`src/rtl/seq_detect_pkg.sv`:
```
// Shared defaults, width helper and output-mode encoding for the
// parameterised serial pattern detector.
package seq_detect_pkg;

  localparam int DEF_MAX_LEN = 8;
  localparam int DEF_CNT_W   = 8;

  typedef enum logic {
    MODE_MEALY = 1'b0,
    MODE_MOORE = 1'b1
  } mode_e;

  // Bits needed to hold a pattern length in the range 0..max_len.
  function automatic int len_w(input int max_len);
    return $clog2(max_len + 1);
  endfunction

endpackage

```
`src/rtl/seq_match_cmp.sv`:
```
// Masked compare of the newest cfg_len bits (history plus the incoming bit)
// against the low cfg_len bits of the stored pattern.
module seq_match_cmp
  import seq_detect_pkg::*;
#(
  parameter int MAX_LEN = DEF_MAX_LEN,
  parameter int LEN_W   = len_w(MAX_LEN)
) (
  input  logic [MAX_LEN-1:0] hist,
  input  logic               x,
  input  logic [MAX_LEN-1:0] cfg_pat,
  input  logic [LEN_W-1:0]   cfg_len,
  input  logic [LEN_W-1:0]   fill,
  input  logic               sample,
  output logic               match
);

  logic [MAX_LEN-1:0] window;
  logic [MAX_LEN-1:0] mask;
  logic [MAX_LEN-1:0] diff;
  logic               len_ok;
  logic               fill_ok;
  logic               unused_hist_msb;

  // The oldest history bit can never fall inside a MAX_LEN-wide window
  // that also contains the incoming bit.
  assign unused_hist_msb = hist[MAX_LEN-1];
  assign window          = {hist[MAX_LEN-2:0], x};

  genvar gi;
  for (gi = 0; gi < MAX_LEN; gi++) begin : g_mask
    assign mask[gi] = (gi < int'(cfg_len));
  end

  assign diff    = (window ^ cfg_pat) & mask;
  assign len_ok  = (cfg_len >= LEN_W'(2));
  assign fill_ok = len_ok && (fill >= (cfg_len - LEN_W'(1)));
  assign match   = sample && fill_ok && (diff == '0);

endmodule

```
`src/rtl/seq_detect_param.sv`:
```
// Runtime-configurable serial sequence detector with selectable Mealy/Moore
// output, optional overlapping matches and a saturating match counter.
module seq_detect_param
  import seq_detect_pkg::*;
#(
  parameter int MAX_LEN = DEF_MAX_LEN,
  parameter int CNT_W   = DEF_CNT_W
) (
  input  logic                      clk,
  input  logic                      reset,
  input  logic                      x,
  input  logic                      x_valid,
  input  logic                      cfg_load,
  input  logic [MAX_LEN-1:0]        pattern,
  input  logic [len_w(MAX_LEN)-1:0] pat_len,
  input  logic                      overlap,
  input  logic                      moore_mode,
  input  logic                      clear_cnt,
  output logic                      y,
  output logic [CNT_W-1:0]          match_count
);

  localparam int               LEN_W     = len_w(MAX_LEN);
  localparam logic [LEN_W-1:0] MAX_LEN_V = LEN_W'(MAX_LEN);
  localparam logic [CNT_W-1:0] CNT_MAX   = '1;

  logic [MAX_LEN-1:0] cfg_pat_q, cfg_pat_d;
  logic [LEN_W-1:0]   cfg_len_q, cfg_len_d;
  logic               cfg_ovl_q, cfg_ovl_d;
  mode_e              cfg_moore_q, cfg_moore_d;
  logic [MAX_LEN-1:0] hist_q, hist_d;
  logic [LEN_W-1:0]   fill_q, fill_d;
  logic [CNT_W-1:0]   cnt_q, cnt_d;
  logic               y_moore_q, y_moore_d;
  logic               match;

  seq_match_cmp #(
    .MAX_LEN (MAX_LEN),
    .LEN_W   (LEN_W)
  ) u_cmp (
    .hist    (hist_q),
    .x       (x),
    .cfg_pat (cfg_pat_q),
    .cfg_len (cfg_len_q),
    .fill    (fill_q),
    .sample  (x_valid && !cfg_load),
    .match   (match)
  );

  always_comb begin
    cfg_pat_d   = cfg_pat_q;
    cfg_len_d   = cfg_len_q;
    cfg_ovl_d   = cfg_ovl_q;
    cfg_moore_d = cfg_moore_q;
    hist_d      = hist_q;
    fill_d      = fill_q;
    y_moore_d   = match;

    if (cfg_load) begin
      cfg_pat_d   = pattern;
      cfg_len_d   = (pat_len > MAX_LEN_V) ? MAX_LEN_V : pat_len;
      cfg_ovl_d   = overlap;
      cfg_moore_d = moore_mode ? MODE_MOORE : MODE_MEALY;
      hist_d      = '0;
      fill_d      = '0;
      y_moore_d   = 1'b0;
    end else if (x_valid) begin
      hist_d = {hist_q[MAX_LEN-2:0], x};
      // Without overlap a match consumes its bits, so the next one needs a full fresh window.
      if (match && !cfg_ovl_q) begin
        fill_d = '0;
      end else if (fill_q != MAX_LEN_V) begin
        fill_d = fill_q + LEN_W'(1);
      end
    end
  end

  always_comb begin
    cnt_d = cnt_q;
    if (clear_cnt) begin
      cnt_d = '0;
    end else if (match && (cnt_q != CNT_MAX)) begin
      cnt_d = cnt_q + CNT_W'(1);
    end
  end

  always_ff @(posedge clk or posedge reset) begin
    if (reset) begin
      cfg_pat_q   <= '0;
      cfg_len_q   <= '0;
      cfg_ovl_q   <= 1'b1;
      cfg_moore_q <= MODE_MEALY;
      hist_q      <= '0;
      fill_q      <= '0;
      cnt_q       <= '0;
      y_moore_q   <= 1'b0;
    end else begin
      cfg_pat_q   <= cfg_pat_d;
      cfg_len_q   <= cfg_len_d;
      cfg_ovl_q   <= cfg_ovl_d;
      cfg_moore_q <= cfg_moore_d;
      hist_q      <= hist_d;
      fill_q      <= fill_d;
      cnt_q       <= cnt_d;
      y_moore_q   <= y_moore_d;
    end
  end

  assign y           = (cfg_moore_q == MODE_MOORE) ? y_moore_q : match;
  assign match_count = cnt_q;

endmodule

```
`config.mk`:
```
export PLATFORM = sky130hd
export DESIGN_NAME = seq_detect_param
export DESIGN_NICKNAME = d
export VERILOG_FILES = /design/src/rtl/seq_detect_pkg.sv /design/src/rtl/seq_match_cmp.sv /design/src/rtl/seq_detect_param.sv
export SDC_FILE = /design/constraint.sdc
export NUM_CORES = 1
export LEC_CHECK = 0
export CORE_AREA = 3 3 60 62
export DETAILED_ROUTE_END_ITERATION = 12
export DIE_AREA = 0 0 63 65
export DONT_BUFFER_PORTS = 1
export GPL_ROUTABILITY_DRIVEN = 0
export MAX_ROUTING_LAYER = met4
export PLACE_DENSITY = 0.77
export SLEW_MARGIN = 15
export SYNTH_ARGS = -nofsm -noshare
export SYNTH_HDL_FRONTEND = slang
export SYNTH_SLANG_ARGS = --single-unit
```
`constraint.sdc`:
```
create_clock -name clk -period 4.4 [get_ports clk]
set_input_delay 0.44 -clock clk [delete_from_list [all_inputs] [get_ports clk]]
set_output_delay 0.44 -clock clk [all_outputs]
set_load 0.01 [all_outputs]
```
# Word-level counts from Yosys, hierarchy flattened
# Index checks and enable logic that the tools add are counted.
# Widths: inputs -> output; s select.
# word_totals
reg_bits	34
in_bits	20
# op_classes
n_eq_ne	2
n_addsub	3
reduce_logical	13
magnitude_cmp	11
muxes	12
bitwise_logic	2
# op_table
operator	count
$mux 4	5
$lt 3x4->1 const A	4
$mux 8	2
$mux 7	2
$add 8x1->8 const B	1
$and 8x8->8	1
$logic_not 8->1	1
$lt 1x4->1 const A	2
$lt 2x4->1 const A	2
$ne 8x8->1 const B	1
$xor 8x8->8	1
$logic_and 1x1->1	6
$add 4x1->4 const B	1
$ge 4x2->1 const B	1
$ge 4x4->1	1
$gt 4x4->1 const B	1
$ne 4x4->1 const B	1
$reduce_bool 2->1	2
$sub 4x1->4 const B	1
$mux 1	3
$reduce_bool 3->1	1
$logic_not 1->1	2
$reduce_and 2->1	1

# Longest topological paths before layout
# Gate-level depths: netlist of the first run.
# depth
word_depth	9
mapped_depth	12

# By module
# From an unflattened synthesis of the first run, not the netlist that was laid out.
# unflattened
cells_unflattened	181
area_unflattened_um2	1913.1
# by_module_without_submodules
mod	cells_each	n_inst	seq_area_each_um2	area_per_inst_um2
seq_detect_param	138	1	877.1	1579.0
seq_match_cmp	43	1	0.0	334.1

# Worst setup path before layout of the first run
# Ideal clock, no wire load.
# synth_path
path_type	flip-flop to output port
start	register cfg_len_q[0]
end	output y
path_slack_ns	1.392
arrival_time_ns	2.568
path_stages_with_launch	12
required_time_ns	3.960
cell_sequence	dfrtp_1 inv_1 ha_1 xnor2_1 ha_1 o21a_1 nor2_1 or4b_1 or3_1 buf_2 clkbuf_8 o21ai_0
# synth_between
elab_chain_len	6
word_cells_on_any_way	17
# synth_rtl
element	line	source
from (decl)	seq_detect_param.sv:28	logic [LEN_W-1:0] cfg_len_q, cfg_len_d;
from (signal assigned)	seq_detect_param.sv:99	cfg_len_q <= cfg_len_d;
$sub 4x1->4	seq_match_cmp.sv:37	assign fill_ok = len_ok && (fill >= (cfg_len - LEN_W'(1)));
$ge 4x4->1	seq_match_cmp.sv:37	
$logic_and 1x1->1	seq_match_cmp.sv:37	
$logic_and 1x1->1	seq_match_cmp.sv:38	assign match = sample && fill_ok && (diff == '0);
$logic_and 1x1->1 (*)	seq_match_cmp.sv:38	
$mux 1 (*)	seq_detect_param.sv:109	assign y = (cfg_moore_q == MODE_MOORE) ? y_moore_q : match;
to (decl)	seq_detect_param.sv:19	output logic y,
# Every way passes the cells marked *; elsewhere a longest branch is shown, timed or not.

# Worst setup path in the final report of the first run
# layout_path
start	register cfg_len_q[1]
end	output y
# The elaborated chain is that of the path after synthesis.

==> results of run 1 <==
[sequential cells by signal, indices dropped and copies added (netlist names)]
name / cells
cfg_pat_q: 8
match_count: 8
hist_q: 7
cfg_len_q: 4
fill_q: 4
cfg_moore_q: 1
cfg_ovl_q: 1
y_moore_q: 1
[layout by cell type (no fill, tap or decap), types with 5 or more instances in the layout]
master    synthesis  layout
nor2_1           13      13
a21oi_1           8       8
ha_1             11      11
o21ai_0           7       7
xnor2_1           7       7
mux2_2           12      12
nand2_1           9       9
clkbuf_4          0       5
dfrtp_1          33      33
nand3_1          10      10
mux2i_1           8       8
inv_1             9       9
[path summary, 6_finish.rpt]
path | start | to | slack, ns
max in group asynchronous | reset | cfg_ovl_q | 4.00
worst max-delay path | cfg_len_q[1] | y | 0.84
min in group clk | clear_cnt | match_count[5] | 0.15
worst max register to register | cfg_len_q[1] | match_count[3] | 1.23
worst min register to register | cfg_moore_q | cfg_moore_q | 0.54
worst min-delay path | reset | match_count[0] | 0.08
[cell usage after synthesis, types with 7 or more instances]
| master | count | area share |
|---|---|---|
| nand3_1 | 10 | 0.027 |
| mux2i_1 | 8 | 0.043 |
| dfrtp_1 | 33 | 0.44 |
| nor2_1 | 13 | 0.026 |
| inv_1 | 9 | 0.018 |
| ha_1 | 11 | 0.073 |
| nand2_1 | 9 | 0.018 |
| xnor2_1 | 7 | 0.033 |
| mux2_2 | 12 | 0.072 |
| o21ai_0 | 7 | 0.019 |
| a21oi_1 | 8 | 0.021 |
[cell type report]
type	count	area (um^2)
fillers	265	1130
well taps	44	55.1
inverters	9	33.8
multi-input cells	128	938
flip-flops and latches	34	852
clock inverters	1	5.00
repair buffers	1	7.51
clock buffers	7	55.1
[kinds of logic (layout without fill, tap and decap cells)]
logic type / after synthesis / in the layout
adder cells (fa/ha/maj): 11 / 11
AND/OR/NAND/NOR: 56 / 56
multiplexers: 20 / 20
flip-flops: 34 / 34
XOR/XNOR: 11 / 11
buffers and inverters: 18 / 18
AO/OA/AOI/OAI: 30 / 30
[metal layers]
layer	GRT usage	up-vias	wire (um)
li1	-	643	-
met1	0.238	672	1550
met2	0.344	30	1830
met3	0.0572	10	155
met4	0.0744	0	82
met5	-	-	0
[power groups by stage]
| stage | sequential, mW | combinational (mW) | clock [mW] |
|---|---|---|---|
| final | 0.344 | 0.0725 | 0.178 |
| after global routing | 0.346 | 0.0829 | 0.199 |
| after CTS | 0.344 | 0.0734 | 0.184 |
| after global placement | 0.348 | 0.0689 | 0 |
| after floorplan | 0.344 | 0.0683 | 0 |
| after detailed placement | 0.350 | 0.0726 | 0 |
[stage by stage]
step / utilization / area (um^2)
5_1_grt: 0.633 / 1950
4_1_cts: 0.633 / 1950
3_5_place_dp: 0.613 / 1890
2_1_floorplan: - / 1880
6_report: 0.633 / 1950
3_3_place_gp: 0.613 / 1890
==> impl_metrics.tcl, run 1 <==
set metrics [dict create \
    netlist_instances 180 \
    dp.cells 216 \
    finalHoldViolations 0 \
    synth-simple-area-share 0.159 \
    netSwitchingFraction 0.252 \
    status "complete, no violations" \
    core-area_um2 3080 \
    synth_edf_count 0 \
    diodes 0 \
    ioPinCount 29 \
    rr_worst_depth 10 \
    clkTransAtPathRegs_ns 0.10 \
    p_clk_frac 0.299 \
    worstMarginPinSlew_ns 0.486 \
    num_rows 20 \
    die_area_um2 4100 \
    peakVddDrop_uv 257 \
    critical_path_peak_fanout 16 \
    fin_crit_sh 0.810 \
    crit_path_start_kind "register" \
    p_leak_nw 0.867 \
    clk_latency_ns 0.34 \
    fmax_mhz 281 \
    critical_path_buf_inv_count 1 \
    holdWs_ns 0.0778 \
    clock_skew_ns 0.00959 \
    post_cts_buffers 0 \
    grt_max_degree 35 \
    drv_cap 0 \
    syn-cell-area_um2 1880 \
    worstSetupEndpointType "output port" \
    yosysUniqueCellTypes 40 \
    synth_mux_area_frac 0.115 \
    ctsHoldBuffers 0 \
    power_uw 594 \
    first_pass_iters 4 \
    critPathKind "register to output port" \
    portBuffers 0 \
    pwr-share-seq 0.579 \
    detailed_place_hpwl_um 2640 \
    dr.first_iter.drc_count 56 \
    cellPowerDensity_nw_per_um2 305 \
    grt_setup_unrepaired "false" \
    worstPathArrival_ns 3.12 \
    fin_ws_ns 0.836 \
    period_minus_slack_ns 3.56 \
    cp_slowest_cell "or3_1" \
    ys_seq_elements 34 \
    path_cells "inv_1 > ha_1 > xnor2_1 > ha_1 > o21a_1 > nor2_1 > or4b_1 > or3_1 > o21ai_0" \
    post_drt_via_cell_ratio 6.05 \
    power_switching_uw 149 \
    fin_tns_setup_ns 0 \
    final_cell_count_no_fill 224 \
    h-tree-depth 2 \
    cts_tree "yes" \
    yosys_most_used_dff "dfrtp_1" \
    comb_power_share 0.122 \
    setup_viol 0 \
    synth.yosys.seq_area_share 0.454 \
    grt_overflow 0 \
    antenna_left 0 \
    antenna_found_initial 0 \
    avgRoutedWirePerCell_um 16.2 \
    worstPathRequired_ns 3.96 \
    maxSlewHeadroom 0.676 \
    hold_class "input port to async pin" \
    grt_pass1_vias 1365 \
    path_common_cell "ha_1" \
    ctsResizeCount 0 \
    wl_um 3620 \
    clock-sinks 34 \
    ys_async_sr_fraction 1.00 \
    internal-power_uw 444 \
    synth_compound_area_frac 0.102 \
    synth_top_family_by_area "simple AND/OR/NAND/NOR gates" \
    synthesis.nets 211 \
    synth_xor_area_frac 0.0513 \
    initial_core_util 0.610 \
    areaGrowthSynthToFinish_pct 3.73 \
    numCtsBuffers 5 \
    syn_avg_cell_area_um2 10.4 \
    clock_path_buffers 2 \
    dieWidth_um 63 \
    drcViolationCount 0 \
    clockRootBuffer "clkbuf_4" \
    cpLargestDelayFamily "simple AND/OR/NAND/NOR gates" \
    grt_use_total 0.206 \
    layout-drive-gt1-share 0.144 \
    ys_warn_count 0 \
    grt_pass1_wl_um 6380 \
    nNetsFinal 210 \
    critPathMaxStageDelay_ns 0.60 \
    preCtsSetupSlack_ns 1.24 \
    crit_cells 9 \
    vias 1355 \
    drv_slew 0 \
    synth_adder_area_share 0.0733 \
    die_y_um 65 \
]
No activity file was read; power rests on OpenSTA's default activity.
==> run 2, diff against run 1 <==
==> constraint.sdc (replaced) <==
create_clock -name clk -period 3.46 [get_ports clk]
set_input_delay 0.346 -clock clk [delete_from_list [all_inputs] [get_ports clk]]
set_output_delay 0.346 -clock clk [all_outputs]
set_load 0.01 [all_outputs]
==> impl_metrics.tcl, run 2 (synthesis results as in run 1) <==
set metrics [dict create \
    period_minus_slack_ns 3.19 \
    r2r_start "cfg_len_q[0]" \
    setup_viol 0 \
    areaGrowthSynthToFinish_pct 5.00 \
    nNetsFinal 210 \
    grt_use_total 0.191 \
    hold_class "input port to async pin" \
    internal-power_uw 606 \
    top_usage_layer "met2" \
    maxSlewHeadroom 0.720 \
    portBuffers 0 \
    finalHoldViolations 4 \
    status "finished, violations left" \
    dr.first_iter.drc_count 65 \
    worstPathRequired_ns 3.11 \
    critPathKind "register to output port" \
    final_cell_mix "33 x dfrtp_1, 13 x nor2_1, 12 x mux2_2" \
    grt_pass1_vias 1340 \
    worstMarginPinSlew_ns 0.420 \
    die_area_um2 4100 \
    drv_slew 0 \
    numCtsBuffers 5 \
    drv_cap 0 \
    grt_setup_unrepaired "false" \
    ioPinCount 29 \
    holdWs_ns -0.00242 \
    ctsResizeCount 0 \
    fin_ws_ns 0.273 \
    grt_pass1_wl_um 6020 \
    netSwitchingFraction 0.234 \
    final_common_cell "dfrtp_1" \
    clock-sinks 34 \
    drcViolationCount 0 \
    grt_max_degree 35 \
    core-area_um2 3080 \
    use_met1 0.224 \
    rr_worst_depth 10 \
    antenna_left 0 \
    diodes 0 \
    clock_skew_ns 0.00773 \
    fmax_mhz 314 \
    critical_path_peak_fanout 16 \
    post-route-util 0.640 \
    power_switching_uw 185 \
    r2r-end "match_count[7]" \
    initial_core_util 0.610 \
    num_rows 20 \
    crit_path_start_kind "register" \
    comb_power_share 0.117 \
    power_uw 791 \
    pwr-share-seq 0.552 \
    antenna_found_initial 0 \
    p_leak_nw 0.878 \
    worstPathArrival_ns 2.84 \
    post_cts_buffers 0 \
    die_y_um 65 \
    violations "hold timing" \
    clkTransAtPathRegs_ns 0.10 \
    grt_overflow 0 \
    p_clk_frac 0.331 \
    reg2reg_slack_ns 0.47 \
    fin_tns_setup_ns 0 \
    dieWidth_um 63 \
    post_drt_via_cell_ratio 5.74 \
    h-tree-depth 2 \
    grt_use_met2 0.329 \
    detailed_place_hpwl_um 2600 \
    ctsHoldBuffers 0 \
    first_pass_iters 5 \
    nFillCells 252 \
    fin_crit_sh 0.921 \
    clockRootBuffer "clkbuf_4" \
    layout-drive-gt1-share 0.156 \
    preCtsSetupSlack_ns 0.374 \
    vias 1286 \
    avgRoutedWirePerCell_um 15.5 \
    met3_usage 0.0572 \
    worstSetupEndpointType "output port" \
    peakVddDrop_uv 275 \
    wl_um 3460 \
    cellPowerDensity_nw_per_um2 401 \
    clock_path_buffers 2 \
    clk_latency_ns 0.32 \
    cts_tree "yes" \
]
-- run 2: changes by cell type in the layout (fill, tap and decap cells not counted), sizes merged --
cell	change
clkbuf	+1
clkinv	-1
-- run 2: through the flow --
stage	instances	instance area [um^2]
after floorplan	180	1880
after global placement	216	1890
after detailed placement	216	1890
after CTS	224	1970
after global routing	224	1970
final	224	1970
-- run 2: how the worst max path moves through the flow --
stage               slack [ns]    startpoint             end
global placement          0.48  cfg_len_q[2]               y
CTS                       0.03  cfg_len_q[0]               y
global route              0.10  cfg_len_q[0]               y
detailed placement        0.37  cfg_len_q[0]  match_count[7]
finish                    0.27  cfg_len_q[0]               y
floorplan                 0.55  cfg_len_q[0]               y
-- run 2: power groups by stage --
stage                     registers [mW]  logic [mW]  clock network (mW)
after floorplan                    0.438      0.0869                   0
after CTS                          0.437      0.0933               0.273
after detailed placement           0.445      0.0925                   0
after global routing               0.441       0.105               0.295
final                              0.437      0.0924               0.262
after global placement             0.443      0.0876                   0
-- run 2: critical path, stage by stage, from the launching register on --
cell and delay [ns]:
dfrtp_1 0.43, inv_1 0.12, ha_1 0.23, xnor2_1 0.13, ha_1 0.28, o21a_1 0.10, nor2_1 0.04, or4b_1 0.46
or3_4 0.48, o21ai_1 0.25
-- run 2: layer usage --
| metal | vias up | part of all wire |
|---|---|---|
| li1 | 640 | - |
| met1 | 610 | 0.45 |
| met2 | 32 | 0.50 |
| met3 | 4 | 0.042 |
| met4 | 0 | 0.0064 |
| met5 | - | 0 |
-- run 2: final cells by class --
type,count,area [um^2],area share
Clock buffer,8,78.8,0.0400
Multi-Input combinational cell,128,943,0.479
Sequential cell,34,852,0.432
Tap cell,44,55.1,0.0279
Timing Repair Buffer,1,7.51,0.00381
Inverter,9,33.8,0.0171
